==> src/rtl/audio_sram_arbiter_if.sv <==
// Bus between the audio SRAM arbiter, its three requesters and the SRAM read port.
// The arbiter connects through the slave modport. The requester/SRAM side uses master.
interface audio_sram_arbiter_if #(
   parameter int AW = 15
);
   logic [2:0]    req;
   logic [AW-1:0] addr0;
   logic [AW-1:0] addr1;
   logic [AW-1:0] addr2;
   logic [2:0]    gnt;
   logic [2:0]    rvalid;
   logic [31:0]   rdata;
   logic [AW-1:0] sram_addra;
   logic          sram_ena;
   logic [31:0]   sram_douta;

   modport master (
      output req, addr0, addr1, addr2, sram_douta,
      input  gnt, rvalid, rdata, sram_addra, sram_ena
   );

   modport slave (
      input  req, addr0, addr1, addr2, sram_douta,
      output gnt, rvalid, rdata, sram_addra, sram_ena
   );
endinterface

==> src/rtl/audio_sram_arbiter.sv <==
// Three-way rotating-priority arbiter for the audio sample SRAM read port, with a return pipeline.
// Defining AUDIO_ARB_MUSIC_PRIO_EN gives requester 0 strict priority; requesters 1 and 2 then rotate.
module audio_sram_arbiter #(
   parameter int unsigned RD_LAT = 1,
   parameter int unsigned AW     = 15
) (
   input logic                clk,
   input logic                rst,
   audio_sram_arbiter_if.slave bus
);
   typedef enum logic [2:0] {
      PTR0 = 3'b001,
      PTR1 = 3'b010,
      PTR2 = 3'b100
   } ptr_t;

   ptr_t          ptr;
   ptr_t          ptr_nxt;
   logic [2:0]    elig;
   logic [2:0]    win;
   logic [AW-1:0] win_addr;
   logic [2:0]    pipe [RD_LAT];

   // The requester granted this cycle sits out one arbitration round.
   assign elig = bus.req & ~bus.gnt;

   always_comb begin
      win     = '0;
      ptr_nxt = ptr;
`ifdef AUDIO_ARB_MUSIC_PRIO_EN
      if (elig[0])
         win = 3'b001;
      else if (ptr == PTR2) begin
         if (elig[2])      win = 3'b100;
         else if (elig[1]) win = 3'b010;
      end else begin
         if (elig[1])      win = 3'b010;
         else if (elig[2]) win = 3'b100;
      end
      case (win)
         3'b010:  ptr_nxt = PTR2;
         3'b100:  ptr_nxt = PTR1;
         default: ptr_nxt = ptr;
      endcase
`else
      case (ptr)
         PTR0: begin
            if (elig[0])      win = 3'b001;
            else if (elig[1]) win = 3'b010;
            else if (elig[2]) win = 3'b100;
         end
         PTR1: begin
            if (elig[1])      win = 3'b010;
            else if (elig[2]) win = 3'b100;
            else if (elig[0]) win = 3'b001;
         end
         PTR2: begin
            if (elig[2])      win = 3'b100;
            else if (elig[0]) win = 3'b001;
            else if (elig[1]) win = 3'b010;
         end
         default: win = '0;
      endcase
      case (win)
         3'b001:  ptr_nxt = PTR1;
         3'b010:  ptr_nxt = PTR2;
         3'b100:  ptr_nxt = PTR0;
         default: ptr_nxt = ptr;
      endcase
`endif
   end

   always_comb begin
      case (win)
         3'b010:  win_addr = bus.addr1;
         3'b100:  win_addr = bus.addr2;
         default: win_addr = bus.addr0;
      endcase
   end

   always_ff @(posedge clk) begin
      if (rst) begin
         bus.gnt        <= '0;
         bus.sram_ena   <= 1'b0;
         bus.sram_addra <= '0;
         bus.rvalid     <= '0;
         bus.rdata      <= '0;
         ptr            <= PTR0;
         for (int unsigned i = 0; i < RD_LAT; i++)
            pipe[i] <= '0;
      end else begin
         bus.gnt      <= win;
         bus.sram_ena <= |win;
         if (|win)
            bus.sram_addra <= win_addr;
         ptr <= ptr_nxt;
         // Grant one-hot doubles as {valid, id}; it emerges when the SRAM word is ready.
         pipe[0] <= bus.gnt;
         for (int unsigned i = 1; i < RD_LAT; i++)
            pipe[i] <= pipe[i-1];
         bus.rvalid <= pipe[RD_LAT-1];
         if (|pipe[RD_LAT-1])
            bus.rdata <= bus.sram_douta;
      end
   end
endmodule

==> src/flat_wrapper.sv <==
// flat-port wrapper written by rule: the top's interface ports become plain ports
module audio_sram_arbiter_flat 
#(
   parameter int unsigned RD_LAT = 1,
   parameter int unsigned AW     = 15
)
  (clk, rst, bus_req, bus_addr0, bus_addr1, bus_addr2, bus_sram_douta, bus_gnt, bus_rvalid, bus_rdata, bus_sram_addra, bus_sram_ena);
  audio_sram_arbiter_if #(.AW(AW)) bus_i ();
  input logic clk;
  input logic rst;
  input wire logic [$bits(bus_i.req)-1:0] bus_req;
  input wire logic [$bits(bus_i.addr0)-1:0] bus_addr0;
  input wire logic [$bits(bus_i.addr1)-1:0] bus_addr1;
  input wire logic [$bits(bus_i.addr2)-1:0] bus_addr2;
  input wire logic [$bits(bus_i.sram_douta)-1:0] bus_sram_douta;
  output wire logic [$bits(bus_i.gnt)-1:0] bus_gnt;
  output wire logic [$bits(bus_i.rvalid)-1:0] bus_rvalid;
  output wire logic [$bits(bus_i.rdata)-1:0] bus_rdata;
  output wire logic [$bits(bus_i.sram_addra)-1:0] bus_sram_addra;
  output wire logic [$bits(bus_i.sram_ena)-1:0] bus_sram_ena;
  assign bus_i.req = bus_req;
  assign bus_i.addr0 = bus_addr0;
  assign bus_i.addr1 = bus_addr1;
  assign bus_i.addr2 = bus_addr2;
  assign bus_i.sram_douta = bus_sram_douta;
  assign bus_gnt = bus_i.gnt;
  assign bus_rvalid = bus_i.rvalid;
  assign bus_rdata = bus_i.rdata;
  assign bus_sram_addra = bus_i.sram_addra;
  assign bus_sram_ena = bus_i.sram_ena;
  audio_sram_arbiter #(.RD_LAT(RD_LAT), .AW(AW)) u_core (.clk(clk), .rst(rst), .bus(bus_i));
endmodule
==> config.mk <==
export PLATFORM = sky130hd
export DESIGN_NAME = audio_sram_arbiter_flat
export DESIGN_NICKNAME = d
export VERILOG_FILES = /design/src/rtl/audio_sram_arbiter_if.sv /design/src/rtl/audio_sram_arbiter.sv /design/src/flat_wrapper.sv
export SDC_FILE = /design/constraint.sdc
export NUM_CORES = 1
export LEC_CHECK = 0
export CAP_MARGIN = 10
export CORE_ASPECT_RATIO = 1.2
export CORE_MARGIN = 1
export CORE_UTILIZATION = 36
export CTS_CLUSTER_SIZE = 20
export DETAILED_ROUTE_END_ITERATION = 7
export PLACE_DENSITY = 0.75
export SLEW_MARGIN = 20
export SYNTH_ARGS = -nofsm -noshare
export SYNTH_HDL_FRONTEND = slang
export SYNTH_SLANG_ARGS = --single-unit
==> constraint.sdc <==
create_clock -name clk -period 3.2 [get_ports clk]
set_input_delay 0.48 -clock clk [delete_from_list [all_inputs] [get_ports clk]]
set_output_delay 0.48 -clock clk [all_outputs]
set_load 0.01 [all_outputs]
==> impl_metrics.py <==
metrics = {
    "timing": {
        "rsz0062_at_grt": "no",
        "max_freq_ghz": 0.459,
        "setup_viol": 0,
        "fin_crit_ps": 2180,
        "fin_setup_tns_ps": 0,
        "timing.final.ws_setup_ps": 1020,
        "finalCritPeriodShare": 0.681,
        "tightestPinTransition_ps": 1050,
        "hold_viol": 0,
        "maxSlewHeadroom": 0.303,
        "worst_clock_skew_ps": 10.1,
        "slew_violations": 0,
    },
    "global_routing": {
        "grt_pass1_wl_mm": 11.2,
        "antenna_found_initial": 0,
        "track_usage": 0.194,
        "grt_max_degree": 47,
        "overflow": 0,
        "grt_pass1_vias": 2495,
    },
    "critical_path": {
        "end_kind": "flop",
        "critical_path.max_fanout": 14,
        "crit_type": "flop to flop",
        "critPathLaunchType": "flop",
        "cp.required_ps": 3440,
        "arrival_ps": 2420,
    },
    "yosys": {
        "synth_flop_cell": "dfxtp_1",
        "synth_top_cells_by_count": "nand2_1 (71), dfxtp_1 (60), a21oi_1 (37), nor2_1 (19), clkbuf_1 (14)",
        "synth_top_area_cell": "dfxtp_1",
        "synthArstFlopShare": 0,
        "seq_area_frac_synth": 0.479,
        "syn_inst": 290,
        "synth_most_common_cell": "nand2_1",
        "syn_avg_cell_area_um2": 8.65,
        "syn_area_um2": 2510,
        "syn_nets": 372,
        "synthTopCellsByArea": "dfxtp_1 (48%), nand2_1 (11%), a21oi_1 (7.4%)",
        "ys_ff_latch": 60,
        "yosysUniqueCellTypes": 34,
        "synth-edff-count": 0,
        "synth_warnings": 0,
        "yosys.area.top_type_share": 0.479,
    },
    "power_and_ir_drop": {
        "powerDensity_nw_per_um2": 780,
        "p_leak_nw": 1.47,
        "peakVddDrop_uv": 496,
    },
    "routing": {
        "via_per_inst": 4.97,
        "post_drt_wl_per_cell_um": 13.9,
        "dr_total_vias": 2534,
        "drt_iter0_markers": 52,
        "finalWirelength_mm": 7.08,
        "ant_nets": 0,
        "route.detailed.drc": 0,
        "first_pass_iters": 4,
    },
    "floorplan": {
        "ioPinCount": 136,
        "design.core.area_um2": 6570,
        "die_x_um": 78.2,
        "placementRows": 32,
        "fp.dieH_um": 93.4,
        "die_area_um2": 7310,
        "initial_core_util": 0.382,
    },
    "finish": {
        "multi_input_area_um2": 1220,
        "nNetsFinal": 502,
        "register_area_um2": 1200,
        "area_growth_pct": 65.2,
        "fin_area_um2": 4140,
        "drive_above_1_share": 0.111,
        "diodes": 0,
        "fillCellCount": 582,
    },
    "cts": {
        "htree_levels": 3,
        "cts.sinks": 60,
        "worstSkewPairLatency_ps": 330,
        "cts_resized": 0,
        "cts.clk_slew.worst_paths_ps": 70,
        "cts_root_buffer": "clkbuf_8",
        "cts_buffer_depth": 2,
        "cts_setup_buffers": 0,
        "cts_tree": "yes",
        "postCtsHoldBufs": 0,
        "cts_buffers": 9,
    },
    "status": {
        "status": "finished clean",
    },
    "placement": {
        "portBuffers": 135,
        "place_area_um2": 3910,
        "hpwlAfterDp_mm": 5.16,
        "place_ws_ps": 794,
        "gp_congestion": 0.794,
    },
    "min_path": {
        "hp-class": "flop to flop",
    },
    "flow_run": {
        "cap_violations": 0,
    },
}
==> state kept, by name, summed over array words and instances, names as in the netlist <==
signal,flops
u_core.bus.rvalid,3
u_core.bus.rdata,32
u_core.bus.gnt,3
u_core.pipe,3
u_core.bus.sram_ena,1
u_core.ptr,3
u_core.bus.sram_addra,15
==> worst max-delay path: stages (launching register included) <==
cell and delay, ps:
dfxtp_1 620, nor3b_2 430, nand3_2 160, o22ai_4 450, a22oi_1 180, a211oi_1 250
==> routing by layer <==
metal | part of all wire | track usage
met5 | 0 | 0
met4 | 0.016 | 0.0787
met3 | 0.10 | 0.0888
met2 | 0.49 | 0.327
met1 | 0.40 | 0.210
==> power breakdown <==
group | switching, mW | internal, mW
clock network | 0.299 | 0.514
logic | 0.693 | 0.677
registers | 0.118 | 0.930
==> layout make-up <==
class                           instances  area share
Inverter                                1    0.000906
Sequential cell                        60       0.290
Multi-Input combinational cell        209       0.294
Timing Repair Buffer                  139       0.332
Tap cell                               85      0.0257
Clock buffer                            9      0.0299
Clock inverter                          7      0.0278
==> through the flow <==
step                       util  power (mW)  instances  hold slack, ps
after floorplan               -        1.85        290             453
after global placement    0.595        2.41        494             438
after detailed placement  0.595        2.44        494             443
after CTS                 0.631        3.26        510             452
after global routing      0.631        3.43        510             472
final                     0.631        3.23        510             451
==> layout by cell type, fill, tap and decap left out, drive strengths merged <==
cell type and count:
clkdlybuf4s50 134, nand2 71, dfxtp 60, a21oi 37, nor2 19, o21ai 15, a211oi 15, a22oi 12
nor2b 10, clkbuf 9, nand2b 8, buf 5, a221oi 4, bufinv 3, nor3 3, or3 2
clkinv 2, clkinvlp 2, o21a 2, nand3 2, o22ai 2, inv 1, nor3b 1, o31ai 1
a2111oi 1, a211o 1, xnor2 1, a311oi 1, o31a 1
==> worst paths after layout <==
path                                                         from                                    end  slack (ps)  depth (start not counted)
worst max register to register         u_core.ptr[2]$_SDFFE_PP0P_  u_core.bus.sram_addra[3]$_SDFFE_PP0P_        1020                          5
worst max-delay path                   u_core.ptr[2]$_SDFFE_PP0P_  u_core.bus.sram_addra[3]$_SDFFE_PP0P_        1020                          5
worst min-delay path            u_core.bus.rdata[30]$_SDFFE_PP0P_      u_core.bus.rdata[30]$_SDFFE_PP0P_         450                          2
worst min register to register  u_core.bus.rdata[30]$_SDFFE_PP0P_      u_core.bus.rdata[30]$_SDFFE_PP0P_         450                          2
==> logic make-up after synthesis <==
logic type,after synthesis,share of synthesized area
AOI/OAI and AO/OA,92,0.278
xor gates and xnor gates,1,0.00349
and+or+nand+nor,116,0.201
buffers and inverters,21,0.0379
DFF,60,0.479
Note: power is estimated with default switching activity, not from simulation.
==> RTL edit: new RTL, config.mk and constraints unchanged <==
`AW` is set to 15 in 3 places; all go to 16.
--- a/src/rtl/audio_sram_arbiter_if.sv
+++ b/src/rtl/audio_sram_arbiter_if.sv
@@ -3,3 +3,3 @@
 interface audio_sram_arbiter_if #(
-   parameter int AW = 15
+   parameter int AW = 16
 );
--- a/src/rtl/audio_sram_arbiter.sv
+++ b/src/rtl/audio_sram_arbiter.sv
@@ -4,3 +4,3 @@
    parameter int unsigned RD_LAT = 1,
-   parameter int unsigned AW     = 15
+   parameter int unsigned AW     = 16
 ) (
--- a/src/flat_wrapper.sv
+++ b/src/flat_wrapper.sv
@@ -4,3 +4,3 @@
    parameter int unsigned RD_LAT = 1,
-   parameter int unsigned AW     = 15
+   parameter int unsigned AW     = 16
 )
Ports: changed (resized bus_addr0, bus_addr1, bus_addr2 and bus_sram_addra); port bits go from 136 to 140. No check against the original RTL was run, so the function may have changed too.
==> RTL edit against the unedited design <==
- wire length decreased by 4.2%
- core utilization shrank 1.3 points
- combinational power rose by 10%
- setup slack got worse by 52 ps
- sequential cell count increased by 1
- total power increased by 1.0%
- cell area down 2.7%
- synthesized area down 1.9%
- critical endpoint is now u_core.bus.sram_addra[4]$_SDFFE_PP0P_
- largest cell class unchanged
- largest power group unchanged
==> RTL edit: results (changes against the unedited design) <==
global-route wire length before repair=11.3 mm (was 11.2 mm); status=finished, final reports clean (unchanged); sequential cell area share=30.3% (was 29.0%); estimated wirelength of the detail-placed design=4.97 mm (was 5.16 mm); data arrival time at the worst-slack endpoint=2480 ps (was 2420 ps); proportion of layout cells with a drive suffix above 1=7.66% (was 11.1%); drt first-iter violations=134 (was 52); cell area reported after detailed placement=3860 µm² (was 3910 µm²); worst reg2reg path endpoint=u_core.bus.gnt[2]$_SDFF_PP0_ (was u_core.bus.sram_addra[3]$_SDFFE_PP0P_); number of optimization iterations in the first detailed-route pass=6 (was 4); final-layout worst hold slack=445 ps (was 451 ps); multi-input combinational cell count=196 (was 209); multi-input combinational cell area=1110 µm² (was 1220 µm²); maximum VDD drop=543 µV (was 496 µV); total routing resource utilization after global routing=19.9% (was 19.4%); mean number of vias per cell=4.93 (was 4.97); count of buffers not belonging to the clock network in the layout=143 (was 139); met2 wirelength from detailed routing=3.33 mm (was 3.43 mm); clock skew after layout=5.52 ps (was 10.1 ps); final weighted congestion in routability-driven placement=0.880 (was 0.794); fraction of synthesized cell area in xor and xnor cells=0.356% (was 0.349%); vias in the first global route=2482 (was 2495); registers with the highest flip-flop counts=u_core.bus.rdata (32), u_core.bus.sram_addra (16) (was u_core.bus.rdata (32), u_core.bus.sram_addra (15)); count of input and output buffers=139 (was 135); count of distinct cell types in the synthesized netlist=38 (was 34); GRT met3 Usage=8.28% (was 8.88%); leakage component of the power=1.47 nW (about the same); placed cells=487 (was 494); net count after synthesis=366 (was 372); largest fanout on the critical path=16 (was 14); met2 layer usage reported by global route=34.1% (was 32.7%); crit path from=bus_req[2] (was u_core.ptr[2]$_SDFFE_PP0P_); hold path endpoint=u_core.bus.sram_addra[6]$_SDFFE_PP0P_ (was u_core.bus.rdata[30]$_SDFFE_PP0P_); end of the critical path=u_core.bus.sram_addra[4]$_SDFFE_PP0P_ (was u_core.bus.sram_addra[3]$_SDFFE_PP0P_); launch instance of the worst min-delay path=u_core.bus.sram_addra[6]$_SDFFE_PP0P_ (was u_core.bus.rdata[30]$_SDFFE_PP0P_); list of most frequent post-synthesis cells=sky130_fd_sc_hd__nand2_1, sky130_fd_sc_hd__dfxtp_1, sky130_fd_sc_hd__a21oi_1 (unchanged); Achievable Freq=448 MHz (was 459 MHz); PD cells=810 nW/µm² (was 780 nW/µm²); slew at the pin with the worst max-slew slack=769 ps (was 1050 ps); Met1 Routed Length=2.58 mm (was 2.80 mm); Signal buf overhead=35.3% (was 33.2%); Critical-path top delay cell=sky130_fd_sc_hd__a2bb2oi_2 (was sky130_fd_sc_hd__dfxtp_1); post-detailed-route wirelength per cell=13.5 µm (was 13.9 µm); number of clock buffers in the layout=12 (was 9); met1 capacity usage during global routing=21.6% (was 21.0%); clock-cell share of area=4.19% (was 5.77%); fill cell instance count of the final layout=576 (was 582)
[RTL edit: cell types whose count changed in the layout (fill, tap and decap cells not counted), moves of 5 or more]
| cell | unedited run | this run |
|---|---|---|
| sky130_fd_sc_hd__nor2_1 | 19 | 2 |
| sky130_fd_sc_hd__a211oi_2 | 11 | 0 |
| sky130_fd_sc_hd__nand2b_1 | 8 | 3 |
| sky130_fd_sc_hd__a222oi_1 | 0 | 15 |
| sky130_fd_sc_hd__clkdlybuf4s50_1 | 134 | 139 |
| sky130_fd_sc_hd__a22oi_2 | 7 | 1 |
| sky130_fd_sc_hd__o21ai_0 | 2 | 9 |
| sky130_fd_sc_hd__nand2_1 | 71 | 80 |
[RTL edit: critical path: cells and delay by family]
| kind | cells | cell delay [ps] |
|---|---|---|
| and+or+nand+nor | 1 | 330 |
| buffers and inverters | 1 | 470 |
| AOI/OAI and AO/OA | 4 | 1200 |
[RTL edit: report_power, final]
part,switching (mW),internal [mW]
sequential,0.165,1.01
combinational,0.733,0.773
clock,0.284,0.300
total,1.18,2.08
